### src/rtl/wbs_timeout_pkg.sv
// Shared types and constants for the mgmt-to-FSIC Wishbone timeout bridge.
package wbs_timeout_pkg;

  typedef enum logic [1:0] {
    IDLE = 2'd0,
    FWD  = 2'd1,
    RESP = 2'd2
  } state_t;

  localparam logic [7:0]  OFF_STATUS       = 8'h00;
  localparam logic [7:0]  OFF_LAST         = 8'h04;
  localparam logic [7:0]  OFF_TCFG         = 8'h08;
  localparam logic [31:0] ERR_DATA_DEFAULT = 32'hDEAD_BEEF;

  // Event counter that sticks at its maximum instead of wrapping.
  function automatic logic [7:0] sat_inc8(input logic [7:0] v);
    if (v == 8'hFF) begin
      return v;
    end else begin
      return v + 8'd1;
    end
  endfunction

endpackage

### src/rtl/wbs_timeout_regs.sv
// Local status/config registers: timeout status, last failing address and
// the programmable timeout limit, with byte-enable writes and a read mux.
module wbs_timeout_regs
  import wbs_timeout_pkg::*;
#(
  parameter logic [15:0] TIMEOUT_DEFAULT = 16'd255
) (
  input  logic        i_clk,
  input  logic        i_rst,
  input  logic        i_wr_en,
  input  logic [7:0]  i_offset,
  input  logic [15:0] i_wdat,
  input  logic [1:0]  i_sel,
  input  logic        i_tmo_evt,
  input  logic [31:0] i_tmo_addr,
  output logic [31:0] o_rdata,
  output logic [15:0] o_tcfg,
  output logic        o_sticky
);

  logic        r_sticky;
  logic [7:0]  r_tcount;
  logic [31:0] r_last;
  logic [15:0] r_tcfg;
  logic        w_clr;
  logic        w_tcfg_wr;

  assign w_clr     = i_wr_en && (i_offset == OFF_STATUS) && i_sel[0] && i_wdat[0];
  assign w_tcfg_wr = i_wr_en && (i_offset == OFF_TCFG);

  // Status bookkeeping; a clear in the same cycle as a timeout discards the timeout.
  always_ff @(posedge i_clk) begin
    if (i_rst) begin
      r_sticky <= 1'b0;
      r_tcount <= 8'd0;
      r_last   <= 32'd0;
    end else if (w_clr) begin
      r_sticky <= 1'b0;
      r_tcount <= 8'd0;
    end else if (i_tmo_evt) begin
      r_sticky <= 1'b1;
      r_tcount <= sat_inc8(r_tcount);
      r_last   <= i_tmo_addr;
    end
  end

  // Timeout limit, each byte individually writable.
  always_ff @(posedge i_clk) begin
    if (i_rst) begin
      r_tcfg <= TIMEOUT_DEFAULT;
    end else if (w_tcfg_wr) begin
      if (i_sel[0]) begin
        r_tcfg[7:0] <= i_wdat[7:0];
      end
      if (i_sel[1]) begin
        r_tcfg[15:8] <= i_wdat[15:8];
      end
    end
  end

  // Read mux; unmapped offsets read as zero.
  always_comb begin
    o_rdata = 32'd0;
    case (i_offset)
      OFF_STATUS: o_rdata = {16'd0, r_tcount, 7'd0, r_sticky};
      OFF_LAST:   o_rdata = r_last;
      OFF_TCFG:   o_rdata = {16'd0, r_tcfg};
      default:    o_rdata = 32'd0;
    endcase
  end

  assign o_tcfg   = r_tcfg;
  assign o_sticky = r_sticky;

endmodule

### src/rtl/wbs_timeout_bridge.sv
// Forwards mgmt Wishbone accesses to FSIC and guarantees an upstream ack,
// substituting an error response when FSIC stays silent too long.
module wbs_timeout_bridge
  import wbs_timeout_pkg::*;
#(
  parameter logic [31:0] LOCAL_BASE      = 32'h3FFF_FF00,
  parameter logic [15:0] TIMEOUT_DEFAULT = 16'd255,
  parameter logic [31:0] ERR_DATA        = ERR_DATA_DEFAULT
) (
  input  logic        wb_clk_i,
  input  logic        wb_rst_i,
  input  logic        wbs_stb_i,
  input  logic        wbs_cyc_i,
  input  logic        wbs_we_i,
  input  logic [3:0]  wbs_sel_i,
  input  logic [31:0] wbs_adr_i,
  input  logic [31:0] wbs_dat_i,
  output logic        wbs_ack_o,
  output logic [31:0] wbs_dat_o,
  output logic        m_cyc_o,
  output logic        m_stb_o,
  output logic        m_we_o,
  output logic [3:0]  m_sel_o,
  output logic [31:0] m_adr_o,
  output logic [31:0] m_dat_o,
  input  logic        m_ack_i,
  input  logic [31:0] m_dat_i,
  output logic        timeout_irq
);

  state_t      r_state;
  state_t      w_state_nxt;
  logic        r_ack;
  logic        w_ack_nxt;
  logic [31:0] r_dat;
  logic [31:0] w_dat_nxt;
  logic        r_m_cyc;
  logic        w_m_cyc_nxt;
  logic        r_m_we;
  logic        w_m_we_nxt;
  logic [3:0]  r_m_sel;
  logic [3:0]  w_m_sel_nxt;
  logic [31:0] r_m_adr;
  logic [31:0] w_m_adr_nxt;
  logic [31:0] r_m_dat;
  logic [31:0] w_m_dat_nxt;
  logic [15:0] r_cnt;
  logic [15:0] w_cnt_nxt;

  logic        w_req;
  logic        w_hit;
  logic        w_reg_wr;
  logic        w_tmo_hit;
  logic        w_tmo_evt;
  logic [31:0] w_reg_rdata;
  logic [15:0] w_tcfg;
  logic        w_sticky;

  assign w_req     = wbs_cyc_i && wbs_stb_i;
  assign w_hit     = (wbs_adr_i[31:8] == LOCAL_BASE[31:8]);
  assign w_reg_wr  = (r_state == IDLE) && w_req && w_hit && wbs_we_i;
  assign w_tmo_hit = (w_tcfg != 16'd0) && (r_cnt == (w_tcfg - 16'd1));

  wbs_timeout_regs #(
    .TIMEOUT_DEFAULT (TIMEOUT_DEFAULT)
  ) u_regs (
    .i_clk      (wb_clk_i),
    .i_rst      (wb_rst_i),
    .i_wr_en    (w_reg_wr),
    .i_offset   (wbs_adr_i[7:0]),
    .i_wdat     (wbs_dat_i[15:0]),
    .i_sel      (wbs_sel_i[1:0]),
    .i_tmo_evt  (w_tmo_evt),
    .i_tmo_addr (r_m_adr),
    .o_rdata    (w_reg_rdata),
    .o_tcfg     (w_tcfg),
    .o_sticky   (w_sticky)
  );

  // State, response and downstream request registers.
  always_ff @(posedge wb_clk_i) begin
    if (wb_rst_i) begin
      r_state <= IDLE;
      r_ack   <= 1'b0;
      r_dat   <= 32'd0;
      r_m_cyc <= 1'b0;
      r_m_we  <= 1'b0;
      r_m_sel <= 4'd0;
      r_m_adr <= 32'd0;
      r_m_dat <= 32'd0;
      r_cnt   <= 16'd0;
    end else begin
      r_state <= w_state_nxt;
      r_ack   <= w_ack_nxt;
      r_dat   <= w_dat_nxt;
      r_m_cyc <= w_m_cyc_nxt;
      r_m_we  <= w_m_we_nxt;
      r_m_sel <= w_m_sel_nxt;
      r_m_adr <= w_m_adr_nxt;
      r_m_dat <= w_m_dat_nxt;
      r_cnt   <= w_cnt_nxt;
    end
  end

  // Next-state logic. Ack and response data default low, so the upstream
  // data bus is zero whenever ack is not being returned.
  always_comb begin
    w_state_nxt = r_state;
    w_ack_nxt   = 1'b0;
    w_dat_nxt   = 32'd0;
    w_m_cyc_nxt = r_m_cyc;
    w_m_we_nxt  = r_m_we;
    w_m_sel_nxt = r_m_sel;
    w_m_adr_nxt = r_m_adr;
    w_m_dat_nxt = r_m_dat;
    w_cnt_nxt   = r_cnt;
    w_tmo_evt   = 1'b0;
    case (r_state)
      IDLE: begin
        if (w_req && w_hit) begin
          w_ack_nxt   = 1'b1;
          w_dat_nxt   = wbs_we_i ? 32'd0 : w_reg_rdata;
          w_state_nxt = RESP;
        end else if (w_req) begin
          w_m_cyc_nxt = 1'b1;
          w_m_we_nxt  = wbs_we_i;
          w_m_sel_nxt = wbs_sel_i;
          w_m_adr_nxt = wbs_adr_i;
          w_m_dat_nxt = wbs_dat_i;
          w_cnt_nxt   = 16'd0;
          w_state_nxt = FWD;
        end else begin
          w_state_nxt = IDLE;
        end
      end
      FWD: begin
        w_cnt_nxt = r_cnt + 16'd1;
        // A withdrawn master gets no ack, even if FSIC answers this cycle.
        if (!wbs_cyc_i) begin
          w_m_cyc_nxt = 1'b0;
          w_state_nxt = IDLE;
        end else if (m_ack_i) begin
          w_m_cyc_nxt = 1'b0;
          w_ack_nxt   = 1'b1;
          w_dat_nxt   = r_m_we ? 32'd0 : m_dat_i;
          w_state_nxt = RESP;
        end else if (w_tmo_hit) begin
          w_m_cyc_nxt = 1'b0;
          w_ack_nxt   = 1'b1;
          w_dat_nxt   = r_m_we ? 32'd0 : ERR_DATA;
          w_tmo_evt   = 1'b1;
          w_state_nxt = RESP;
        end else begin
          w_state_nxt = FWD;
        end
      end
      RESP: begin
        w_state_nxt = IDLE;
      end
      default: begin
        w_m_cyc_nxt = 1'b0;
        w_state_nxt = IDLE;
      end
    endcase
  end

  assign wbs_ack_o   = r_ack;
  assign wbs_dat_o   = r_dat;
  assign m_cyc_o     = r_m_cyc;
  assign m_stb_o     = r_m_cyc;
  assign m_we_o      = r_m_we;
  assign m_sel_o     = r_m_sel;
  assign m_adr_o     = r_m_adr;
  assign m_dat_o     = r_m_dat;
  assign timeout_irq = w_sticky;

endmodule

### config.mk
export PLATFORM = sky130hd
export DESIGN_NAME = wbs_timeout_bridge
export DESIGN_NICKNAME = d
export VERILOG_FILES = /design/src/rtl/wbs_timeout_pkg.sv /design/src/rtl/wbs_timeout_regs.sv /design/src/rtl/wbs_timeout_bridge.sv
export SDC_FILE = /design/constraint.sdc
export NUM_CORES = 1
export LEC_CHECK = 0
export ABC_AREA = 1
export BUFFER_PORTS_ARGS = -buffer_cell sky130_fd_sc_hd__buf_2
export CAP_MARGIN = 20
export CORE_ASPECT_RATIO = 0.5
export CORE_MARGIN = 8
export CORE_UTILIZATION = 53
export CTS_CLUSTER_DIAMETER = 40
export DETAILED_ROUTE_END_ITERATION = 6
export GPL_TIMING_DRIVEN = 1
export PLACE_DENSITY = 0.77
export SYNTH_ARGS = -nofsm -noshare
export SYNTH_HDL_FRONTEND = slang
export SYNTH_SLANG_ARGS = --single-unit
### constraint.sdc
create_clock -name wb_clk_i -period 2.85 [get_ports wb_clk_i]
set_input_delay 0 -clock wb_clk_i [delete_from_list [all_inputs] [get_ports wb_clk_i]]
set_output_delay 0 -clock wb_clk_i [all_outputs]
set_load 0.02 [all_outputs]
==> impl_metrics.py, run 1 <==
metrics = {
    "final_layout": {
        "seq_area_mm2": 0.00356,
        "post-route-util": 0.741,
        "post_layout_nonfiller_instances": 1659,
        "finish.instance_area_mm2": 0.0108,
        "syn_to_final_growth_pct": 36.2,
        "filler_cell_count": 1108,
        "layout-drive-gt1-share": 0.199,
        "final_nets": 1557,
        "total_area_of_multi_input_combinational_cells_mm2": 0.00379,
    },
    "synthesis": {
        "ys.warnings.count": 0,
        "synth_sequential_area_ratio": 0.450,
        "syn_inst": 1151,
        "synth_top_cell_area_share": 0.450,
        "avgSynthCellArea_um2": 6.88,
        "synth_async_sr_flop_share": 0,
        "area_of_the_mapped_netlist_mm2": 0.00792,
        "ff_latch_count_synth": 178,
        "synth.cells.most_frequent": "nor2_1 (287), nand2_1 (200), dfxtp_1 (178)",
        "synth.distinct_cells": 38,
        "area_leader_netlist": "dfxtp_1",
        "synth_top_flop_cell": "dfxtp_1",
        "syn-num-nets": 1261,
        "post_synth_main_area_contributors": "dfxtp_1 (45%), nor2_1 (14%), nand2_1 (9.5%), o21ai_0 (7.7%), a21oi_1 (5.0%)",
        "synth.most_common_cell": "nor2_1",
        "synth-edff-count": 0,
    },
    "route": {
        "wl_per_cell_um": 17.2,
        "vias_per_cell": 5.44,
        "num_vias": 9019,
        "first_pass_iters": 5,
        "antenna_left": 0,
        "drt_first_iter_violations": 761,
        "drc": 0,
        "wl_mm": 28.5,
    },
    "timing": {
        "finalClockSkew_ps": 11.0,
        "finalMaxSlewViolations": 0,
        "report.final.setup_viol": 0,
        "final.period_utilization": 0.887,
        "worst_pin_slew_ps": 996,
        "finalHoldViolations": 0,
        "grt_setup_unrepaired": "yes",
        "totalNegativeSetupSlack_ps": 0,
        "post-route-worst-setup-slack_ps": 322,
        "clock.fmax_mhz": 396,
        "timing.max_slew.rel_slack": 0.336,
        "min_clock_period_post_route_ps": 2530,
    },
    "cts": {
        "cts_buffer_depth": 2,
        "clock_tree.htree_level_count": 4,
        "clock_tree.root_cell": "clkbuf_16",
        "path_clk_slew_ps": 80,
        "cts-buffers-inserted": 17,
        "cts_tree": "built",
        "cts_sinks": 178,
        "insertion_delay_ps": 430,
    },
    "place": {
        "post-place-ws_ps": 345,
        "port_buffers": 210,
        "detailed_place.area_mm2": 0.00911,
        "detail_placement_hpwl_mm": 19.3,
        "finalWeightedCongestion": 0.946,
        "place_inst": 1523,
    },
    "floorplan": {
        "die_h_um": 102,
        "placement_rows": 31,
        "die_width_um": 189,
        "num_io_pins": 211,
        "initial_utilization": 0.544,
        "fp.coreArea_mm2": 0.0145,
        "floorplan.die_area_mm2": 0.0193,
    },
    "run_status": {
        "status": "finished clean",
    },
    "setup_path": {
        "timing.critical_path.fanout_max": 18,
        "worst_setup_sp_type": "flip-flop",
        "path_class": "reg2reg",
        "critPathRequiredTime_ps": 3220,
        "worst_setup_path_end_kind": "flip-flop",
        "crit_arrival_ps": 2890,
        "cp_slowest_cell": "dfxtp_1",
        "critical_path.max_stage_delay_ps": 320,
        "timing.critical_path.cells": "inv_1, ha_1, nand2_1, nor2_2, xor2_1, nand3_1, nor2_1, nand3_2, nor2_4, buf_4, o21ai_0, a21oi_1",
    },
    "power": {
        "vdd.ir_drop.worst_mv": 0.391,
        "total_power_density_per_cell_area_mw_per_mm2": 530,
        "power_leakage_nw": 4.95,
    },
    "global_route": {
        "pin_count_of_the_biggest_net_entering_global_routing": 118,
        "number_of_antenna_violations_at_the_first_check_in_global_routing": 1,
        "grt_usage": 0.291,
        "grt_pass1_wl_mm": 45.5,
        "global_route.overflow_total": 0,
        "grt_pass1_vias": 9132,
    },
    "run": {
        "timing.max_cap.violations": 0,
    },
    "min_path": {
        "timing.hold.worst.class": "in2reg",
    },
}
final timing paths:
check,slack (ps),to,cells past startpoint,startpoint
min reg2reg,460,u_regs.r_last[3]$_SDFFE_PP0P_,2,u_regs.r_last[3]$_SDFFE_PP0P_
min,170,wbs_dat_o[3]$_SDFF_PP0_,7,wbs_stb_i
max reg2reg,320,u_regs.r_last[31]$_SDFFE_PP0P_,12,u_regs.o_tcfg[1]$_SDFFE_PP1P_
max,320,u_regs.r_last[31]$_SDFFE_PP0P_,12,u_regs.o_tcfg[1]$_SDFFE_PP1P_
per-stage QoR:
| stage | power (mW) | hold slack (ps) |
|---|---|---|
| CTS | 5.71 | 131 |
| finish | 5.72 | 173 |
| floorplan | 2.94 | 130 |
| global route | 5.90 | 218 |
| global placement | 3.17 | 223 |
| detailed placement | 3.18 | 230 |
per-layer routing:
metal  GRT usage  wire length [um]  vias to the layer above
met2       0.501             13400                      429
met1       0.338             11800                     4168
met3      0.0674              2060                      117
met4       0.159              1300                        0
met5           0                 0                        -
li1            -                 -                     4305
layout make-up:
type | count | area share
inverter | 96 | 0.0334
clock inverter | 15 | 0.0179
timing repair buffer | 329 | 0.204
antenna | 1 | 0.000232
clock buffer | 17 | 0.0395
sequential | 178 | 0.331
multi-input combinational | 825 | 0.351
tap | 198 | 0.0230
sequential cells by signal, indices dropped and copies added, names as in the netlist:
register / count
m_adr_o: 32
m_dat_o: 32
u_regs.r_last: 32
wbs_dat_o: 32
r_cnt: 16
u_regs.o_tcfg: 16
u_regs.r_tcount: 8
m_sel_o: 4
r_state: 2
m_cyc_o: 1
m_we_o: 1
u_regs.o_sticky: 1
wbs_ack_o: 1
placed cells by master, fill, tap and decap left out, drive strengths merged, types with 9 or more instances in the layout:
master       synthesis  final
dlygate4sd3          0    102
nor3                21     21
nand2              202    202
nand3               30     30
clkbuf              36     17
o211ai               9      9
a21oi               82     82
nand4               15     15
xor2                10     10
nor2               298    299
o21ai              123    123
inv                 95    102
buf                 17    227
dfxtp              178    178
power by group:
part	internal (mW)	switching (mW)	total, mW
Sequential	2.56	0.0532	2.61
Clock	1.34	1.12	2.46
Combinational	0.263	0.379	0.642
worst max-delay path, delay by kind of cell (launching register included):
kind                       cells  cell delay [ps]
AOI/OAI and AO/OA              2              300
xor gates and xnor gates       1              190
and+or+nand+nor                6             1000
adders and majority gates      1              260
DFF                            1              320
buffers and inverters          2              380
timing repair:
| action | CTS | global route |
|---|---|---|
| hold endpoints to repair | 117 | 0 |
| setup buffers | 0 | 0 |
| setup endpoints to repair | 0 | 12 |
| hold buffers | 102 | 0 |
| gates resized for setup | 0 | 2 |
cell families after synthesis:
group	share of synthesized area
xor+xnor	0.0133
simple gates	0.297
compound gates	0.158
flops	0.450
buf+inv	0.0751
fa+ha+maj	0.00632
No activity file was read; power rests on OpenSTA's default activity.
==> run 2: changes to the inputs <==
--- a/config.mk
+++ b/config.mk
@@ -14,7 +14,9 @@
 export CTS_CLUSTER_DIAMETER = 40
 export DETAILED_ROUTE_END_ITERATION = 6
 export GPL_TIMING_DRIVEN = 1
+export MAX_ROUTING_LAYER = met4
 export PLACE_DENSITY = 0.77
+export SLEW_MARGIN = 25
 export SYNTH_ARGS = -nofsm -noshare
 export SYNTH_HDL_FRONTEND = slang
 export SYNTH_SLANG_ARGS = --single-unit
==> run 2 against run 1 <==
Against the previous run:
- non-clock buffer count decreased by 1
- final cell count decreased by 0.12%
- count of clock-buffer cells in the layout increased by 4
- combinational power decreased by 0.6%
- global-route usage increased by 0.57 points
- power decreased by 3.6%
- clock skew increased by 2.1 ps
- worst setup slack improved by 32 ps
- sequential share of layout area increased by 0.28 points
- register-to-register slack improved by 30 ps
- worst hold slack got worse by 130 ps
- highest routed layer unchanged
==> impl_metrics.py, run 2 (synthesis results as in run 1) <==
metrics = {
    "route": {
        "first_pass_iters": 6,
        "antenna_left": 0,
        "drt_first_iter_violations": 954,
        "wl_per_cell_um": 17.0,
        "wl_mm": 28.2,
        "vias_per_cell": 5.39,
        "drc": 0,
        "num_vias": 8938,
    },
    "global_route": {
        "global_route.overflow_total": 0,
        "pin_count_of_the_biggest_net_entering_global_routing": 118,
        "grt_pass1_vias": 8651,
        "grt_pass1_wl_mm": 44.5,
        "grtUsageMet2": 0.505,
        "met3_usage_in_global_routing": 0.0596,
        "grt_usage": 0.297,
        "number_of_antenna_violations_at_the_first_check_in_global_routing": 0,
        "use_met1": 0.340,
        "grt_busiest_layer": "met2",
    },
    "place": {
        "finalWeightedCongestion": 0.976,
        "detail_placement_hpwl_mm": 19.1,
        "place_inst": 1523,
        "post-place-ws_ps": 438,
        "port_buffers": 210,
    },
    "setup_path": {
        "worst_setup_sp_type": "flip-flop",
        "path_class": "reg2reg",
        "critical_path.max_stage_delay_ps": 370,
        "critPathRequiredTime_ps": 3210,
        "cp_slowest_cell": "dfxtp_1",
        "path_common_cell": "nand2_1",
        "timing.critical_path.cells": "inv_2, ha_1, nand2_1, inv_1, nor2_1, nand2_1, nor2_1, nand2_1, nor2_1, nand3_1, nor2_1, nand3_1, nand2_1, inv_2, nor2_8, nand2_1, a21oi_1",
        "crit_arrival_ps": 2860,
        "worst_setup_path_end_kind": "flip-flop",
        "timing.critical_path.fanout_max": 25,
    },
    "cts": {
        "clock_tree.htree_level_count": 4,
        "insertion_delay_ps": 440,
        "cts_setup_buffers": 0,
        "cts_sinks": 178,
        "cts_buffer_depth": 2,
        "path_clk_slew_ps": 70,
        "cts_tree": "built",
        "postCtsResizedCells": 0,
        "clock_tree.root_cell": "clkbuf_16",
        "cts-buffers-inserted": 17,
    },
    "floorplan": {
        "die_h_um": 102,
        "num_io_pins": 211,
        "fp.coreArea_mm2": 0.0145,
        "initial_utilization": 0.544,
        "die_width_um": 189,
        "floorplan.die_area_mm2": 0.0193,
        "placement_rows": 31,
    },
    "power": {
        "power_leakage_nw": 4.91,
        "total_power_density_per_cell_area_mw_per_mm2": 516,
        "vdd.ir_drop.worst_mv": 0.428,
    },
    "timing": {
        "finalClockSkew_ps": 13.0,
        "hold_ws_ps": 45.1,
        "worst_pin_slew_ps": 980,
        "grt_setup_unrepaired": "no",
        "timing.max_slew.rel_slack": 0.346,
        "post-route-worst-setup-slack_ps": 354,
        "final.period_utilization": 0.876,
        "min_clock_period_post_route_ps": 2500,
        "totalNegativeSetupSlack_ps": 0,
        "report.final.setup_viol": 0,
        "finalMaxSlewViolations": 0,
        "finalHoldViolations": 0,
        "clock.fmax_mhz": 401,
    },
    "final_layout": {
        "post_layout_nonfiller_instances": 1657,
        "post-route-util": 0.735,
        "mostFrequentLayoutCell": "nor2_1",
        "final_nets": 1555,
        "mostFrequentLayoutCells": "nor2_1 (286), buf_2 (210), nand2_1 (200), dfxtp_1 (178), o21ai_0 (122)",
        "layout-drive-gt1-share": 0.197,
        "syn_to_final_growth_pct": 35.0,
    },
    "run_status": {
        "status": "finished clean",
    },
    "run": {
        "timing.max_cap.violations": 0,
    },
    "min_path": {
        "timing.hold.worst.class": "in2reg",
    },
}
==> run 2: power by group <==
part / switching [mW] / internal (mW)
registers: 0.0531 / 2.56
clock network: 1.07 / 1.19
logic: 0.376 / 0.261
==> run 2: layout make-up <==
class | count | area (um^2)
Clock inverter | 11 | 97.6
Sequential cell | 178 | 3560
Clock buffer | 21 | 460
Inverter | 96 | 360
Multi-Input combinational cell | 824 | 3760
Antenna cell | 1 | 2.50
Tap cell | 198 | 248
Timing Repair Buffer | 328 | 2190
Fill cell | 1121 | 3860
==> run 2: stage by stage <==
step | area (um^2) | power, mW
4_1_cts | 10700 | 5.50
6_report | 10700 | 5.51
2_1_floorplan | 7920 | 2.94
3_5_place_dp | 9110 | 3.17
5_1_grt | 10700 | 5.68
3_3_place_gp | 9110 | 3.17
==> run 2: repair_timing <==
item | in CTS | in global routing
hold endpoints to repair | 116 | 0
hold buffers | 101 | 0
endpoints found under the setup margin | 0 | 0
==> run 2: worst paths after layout <==
check                                      from                             to  slack (ps)  cells after the start
hold reg to reg   u_regs.r_last[9]$_SDFFE_PP0P_  u_regs.r_last[9]$_SDFFE_PP0P_         460                      2
setup reg to reg  u_regs.o_tcfg[0]$_SDFFE_PP1P_       wbs_dat_o[15]$_SDFF_PP0_         350                     17
setup / recovery  u_regs.o_tcfg[0]$_SDFFE_PP1P_       wbs_dat_o[15]$_SDFF_PP0_         350                     17
hold / removal                         wb_rst_i       wbs_dat_o[12]$_SDFF_PP0_          50                      3
==> run 2: critical path, delay by kind of cell (launching register included) <==
family | cells | cell delay, ps
simple gates | 12 | 1370
fa+ha+maj | 1 | 310
flops | 1 | 370
compound gates | 1 | 170
buf+inv | 3 | 210
==> run 2: per-layer routing <==
metal | part of all wire | vias up | wire (um)
li1 | - | 4304 | -
met1 | 0.40 | 4144 | 11200
met2 | 0.49 | 406 | 13800
met3 | 0.077 | 84 | 2160
met4 | 0.035 | 0 | 983
met5 | 0 | - | 0
==> run 3: changes to the inputs <==
--- a/config.mk
+++ b/config.mk
@@ -7,7 +7,7 @@
 export LEC_CHECK = 0
 export ABC_AREA = 1
 export BUFFER_PORTS_ARGS = -buffer_cell sky130_fd_sc_hd__buf_2
-export CAP_MARGIN = 20
+export CAP_MARGIN = 10
 export CORE_ASPECT_RATIO = 0.5
 export CORE_MARGIN = 8
 export CORE_UTILIZATION = 53
==> constraint.sdc (replaced) <==
create_clock -name wb_clk_i -period 2.86 [get_ports wb_clk_i]
set_input_delay 0.572 -clock wb_clk_i [delete_from_list [all_inputs] [get_ports wb_clk_i]]
set_output_delay 0.572 -clock wb_clk_i [all_outputs]
set_load 0.02 [all_outputs]
==> run 3 against run 2 <==
Against the previous run:
- worst hold slack better by 310 ps
- count of clock-buffer cells in the layout is 3 lower
- clock power hardly changed
- critical path type unchanged
- largest power group unchanged
- highest routed layer unchanged
- sequential power hardly changed
==> impl_metrics.py, run 3 (synthesis results as in run 1) <==
metrics = {
    "run_status": {
        "status": "finished clean",
    },
    "cts": {
        "cts_buffer_depth": 2,
        "cts-buffers-inserted": 17,
        "path_clk_slew_ps": 80,
        "cts_hold_buffers": 0,
        "cts_setup_buffers": 0,
        "insertion_delay_ps": 440,
        "clock_tree.htree_level_count": 4,
        "clock_tree.root_cell": "clkbuf_16",
        "cts_sinks": 178,
        "cts_tree": "built",
        "postCtsResizedCells": 0,
    },
    "setup_path": {
        "cpLargestDelayFamily": "simple AND/OR/NAND/NOR gates",
        "cp_slowest_cell": "dfxtp_1",
        "crit_arrival_ps": 3000,
        "rr_startpoint": "u_regs.o_tcfg[0]$_SDFFE_PP1P_",
        "critPathRequiredTime_ps": 3220,
        "critical_path.max_stage_delay_ps": 380,
        "worst_setup_sp_type": "flip-flop",
        "worst_reg_to_reg_path_cell_count": 16,
        "path_class": "reg2reg",
        "worst_setup_path_end_kind": "flip-flop",
        "path_common_cell": "nor2_1",
        "critical_path_buf_inv_count": 3,
        "timing.critical_path.cells": "inv_2, ha_1, nand2_1, inv_1, nor2_1, nand2_1, nor2_1, nand2_1, nor2_1, nand3_1, nor2_1, nand3_1, nor2_2, buf_4, o21ai_0, nor2_1",
        "critical_path_depth": 16,
        "worst_setup_startpoint": "u_regs.o_tcfg[0]$_SDFFE_PP1P_",
        "timing.critical_path.fanout_max": 18,
    },
    "place": {
        "port_buffers": 210,
        "detail_placement_hpwl_mm": 19.5,
        "finalWeightedCongestion": 0.994,
    },
    "global_route": {
        "number_of_antenna_violations_at_the_first_check_in_global_routing": 2,
        "pin_count_of_the_biggest_net_entering_global_routing": 88,
        "grt_pass1_vias": 7882,
        "use_met1": 0.337,
        "grt_busiest_layer": "met2",
        "grt_pass1_wl_mm": 40.2,
        "grt_usage": 0.267,
        "met3_usage_in_global_routing": 0.0487,
        "global_route.overflow_total": 0,
        "grtUsageMet2": 0.424,
    },
    "timing": {
        "grt_setup_unrepaired": "no",
        "hold_ws_ps": 355,
        "totalNegativeSetupSlack_ps": 0,
        "clock.fmax_mhz": 379,
        "final.period_utilization": 0.922,
        "finalClockSkew_ps": 13.7,
        "timing.max_slew.rel_slack": 0.437,
        "finalHoldViolations": 0,
        "report.final.setup_viol": 0,
        "finalMaxSlewViolations": 0,
        "worst_pin_slew_ps": 836,
        "min_clock_period_post_route_ps": 2640,
    },
    "min_path": {
        "hold_depth": 3,
        "worstHoldStart": "wbs_dat_i[23]",
        "timing.hold.worst.class": "in2reg",
    },
    "power": {
        "total_power_density_per_cell_area_mw_per_mm2": 554,
        "share_clk_of_total_power": 0.422,
        "comb_power_share": 0.095,
        "power.net_switching_mw": 1.51,
        "switching_share": 0.280,
        "sequentialPowerShare": 0.483,
        "power_leakage_nw": 4.54,
        "vdd.ir_drop.worst_mv": 0.396,
        "power.internal_mw": 3.89,
    },
    "floorplan": {
        "floorplan.die_area_mm2": 0.0193,
        "num_io_pins": 211,
        "fp.coreArea_mm2": 0.0145,
        "die_width_um": 189,
        "placement_rows": 31,
        "die_h_um": 102,
        "initial_utilization": 0.544,
    },
    "final_layout": {
        "mostFrequentLayoutCell": "nor2_1",
        "layout-drive-gt1-share": 0.215,
        "syn_to_final_growth_pct": 23.2,
        "filler_cell_count": 1296,
        "mostFrequentLayoutCells": "nor2_1 (286), buf_2 (210), nand2_1 (200), dfxtp_1 (178), o21ai_0 (122)",
        "final_nets": 1458,
    },
    "route": {
        "drt_first_iter_violations": 736,
        "first_pass_iters": 5,
        "wl_mm": 25.4,
        "num_vias": 8323,
        "vias_per_cell": 5.33,
        "wl_per_cell_um": 16.3,
        "drc": 0,
        "antenna_left": 0,
    },
    "run": {
        "timing.max_cap.violations": 0,
    },
}
[run 3: cell count changes in the layout (fill, tap and decap cells not counted)]
| cell | previous run | this run |
|---|---|---|
| buf_12 | 0 | 3 |
| dlygate4sd3_1 | 101 | 0 |
| clkbuf_1 | 2 | 1 |
| clkbuf_8 | 2 | 0 |
| inv_6 | 1 | 6 |
| clkinvlp_4 | 5 | 0 |
| inv_8 | 3 | 4 |
| diode_2 | 1 | 2 |
| buf_4 | 17 | 18 |
| clkinv_4 | 2 | 4 |
[run 3: worst min-delay path: stages]
cell and delay, ps:
buf_2 70, nor2_1 30, nor2_1 80
[run 3: final cells by class]
class                           count  area (um^2)  share of cell area
Multi-Input combinational cell    824         3760               0.386
Clock buffer                       18          429              0.0440
Timing Repair Buffer              231         1250               0.128
Tap cell                          198          248              0.0254
Antenna cell                        2         5.00            0.000513
Sequential cell                   178         3560               0.366
Clock inverter                     14          133              0.0136
Inverter                           96          360              0.0370
[run 3: final timing paths]
path | slack, ps | endpoint
max reg2reg | 220 | u_regs.r_last[27]$_SDFFE_PP0P_
min | 350 | m_dat_o[23]$_SDFFE_PP0P_
min reg2reg | 450 | u_regs.r_last[3]$_SDFFE_PP0P_
max | 220 | u_regs.r_last[27]$_SDFFE_PP0P_
[run 3: metrics by stage]
| step | cell area [um^2] | power [mW] | utilization | setup slack, ps | cells |
|---|---|---|---|---|---|
| 2_1_floorplan | 7920 | 2.93 | - | 757 | 1151 |
| 3_3_place_gp | 9180 | 3.17 | 0.631 | 341 | 1527 |
| 3_5_place_dp | 9180 | 3.17 | 0.631 | 314 | 1527 |
| 4_1_cts | 9740 | 5.41 | 0.670 | 298 | 1559 |
| 5_1_grt | 9750 | 5.58 | 0.670 | 11.4 | 1561 |
| 6_report | 9750 | 5.40 | 0.670 | 224 | 1561 |
[run 3: power by group through the flow]
stage	combinational [mW]	sequential, mW	clock, mW
floorplan	0.196	2.74	0
global placement	0.507	2.66	0
detailed placement	0.514	2.66	0
CTS	0.516	2.60	2.29
global route	0.564	2.61	2.40
finish	0.515	2.61	2.28
[run 3: layer usage]
layer	part of all wire	vias to the layer above
met4	0.025	0
met3	0.070	49
met2	0.47	340
li1	-	4107
met1	0.44	3827
met5	0	-
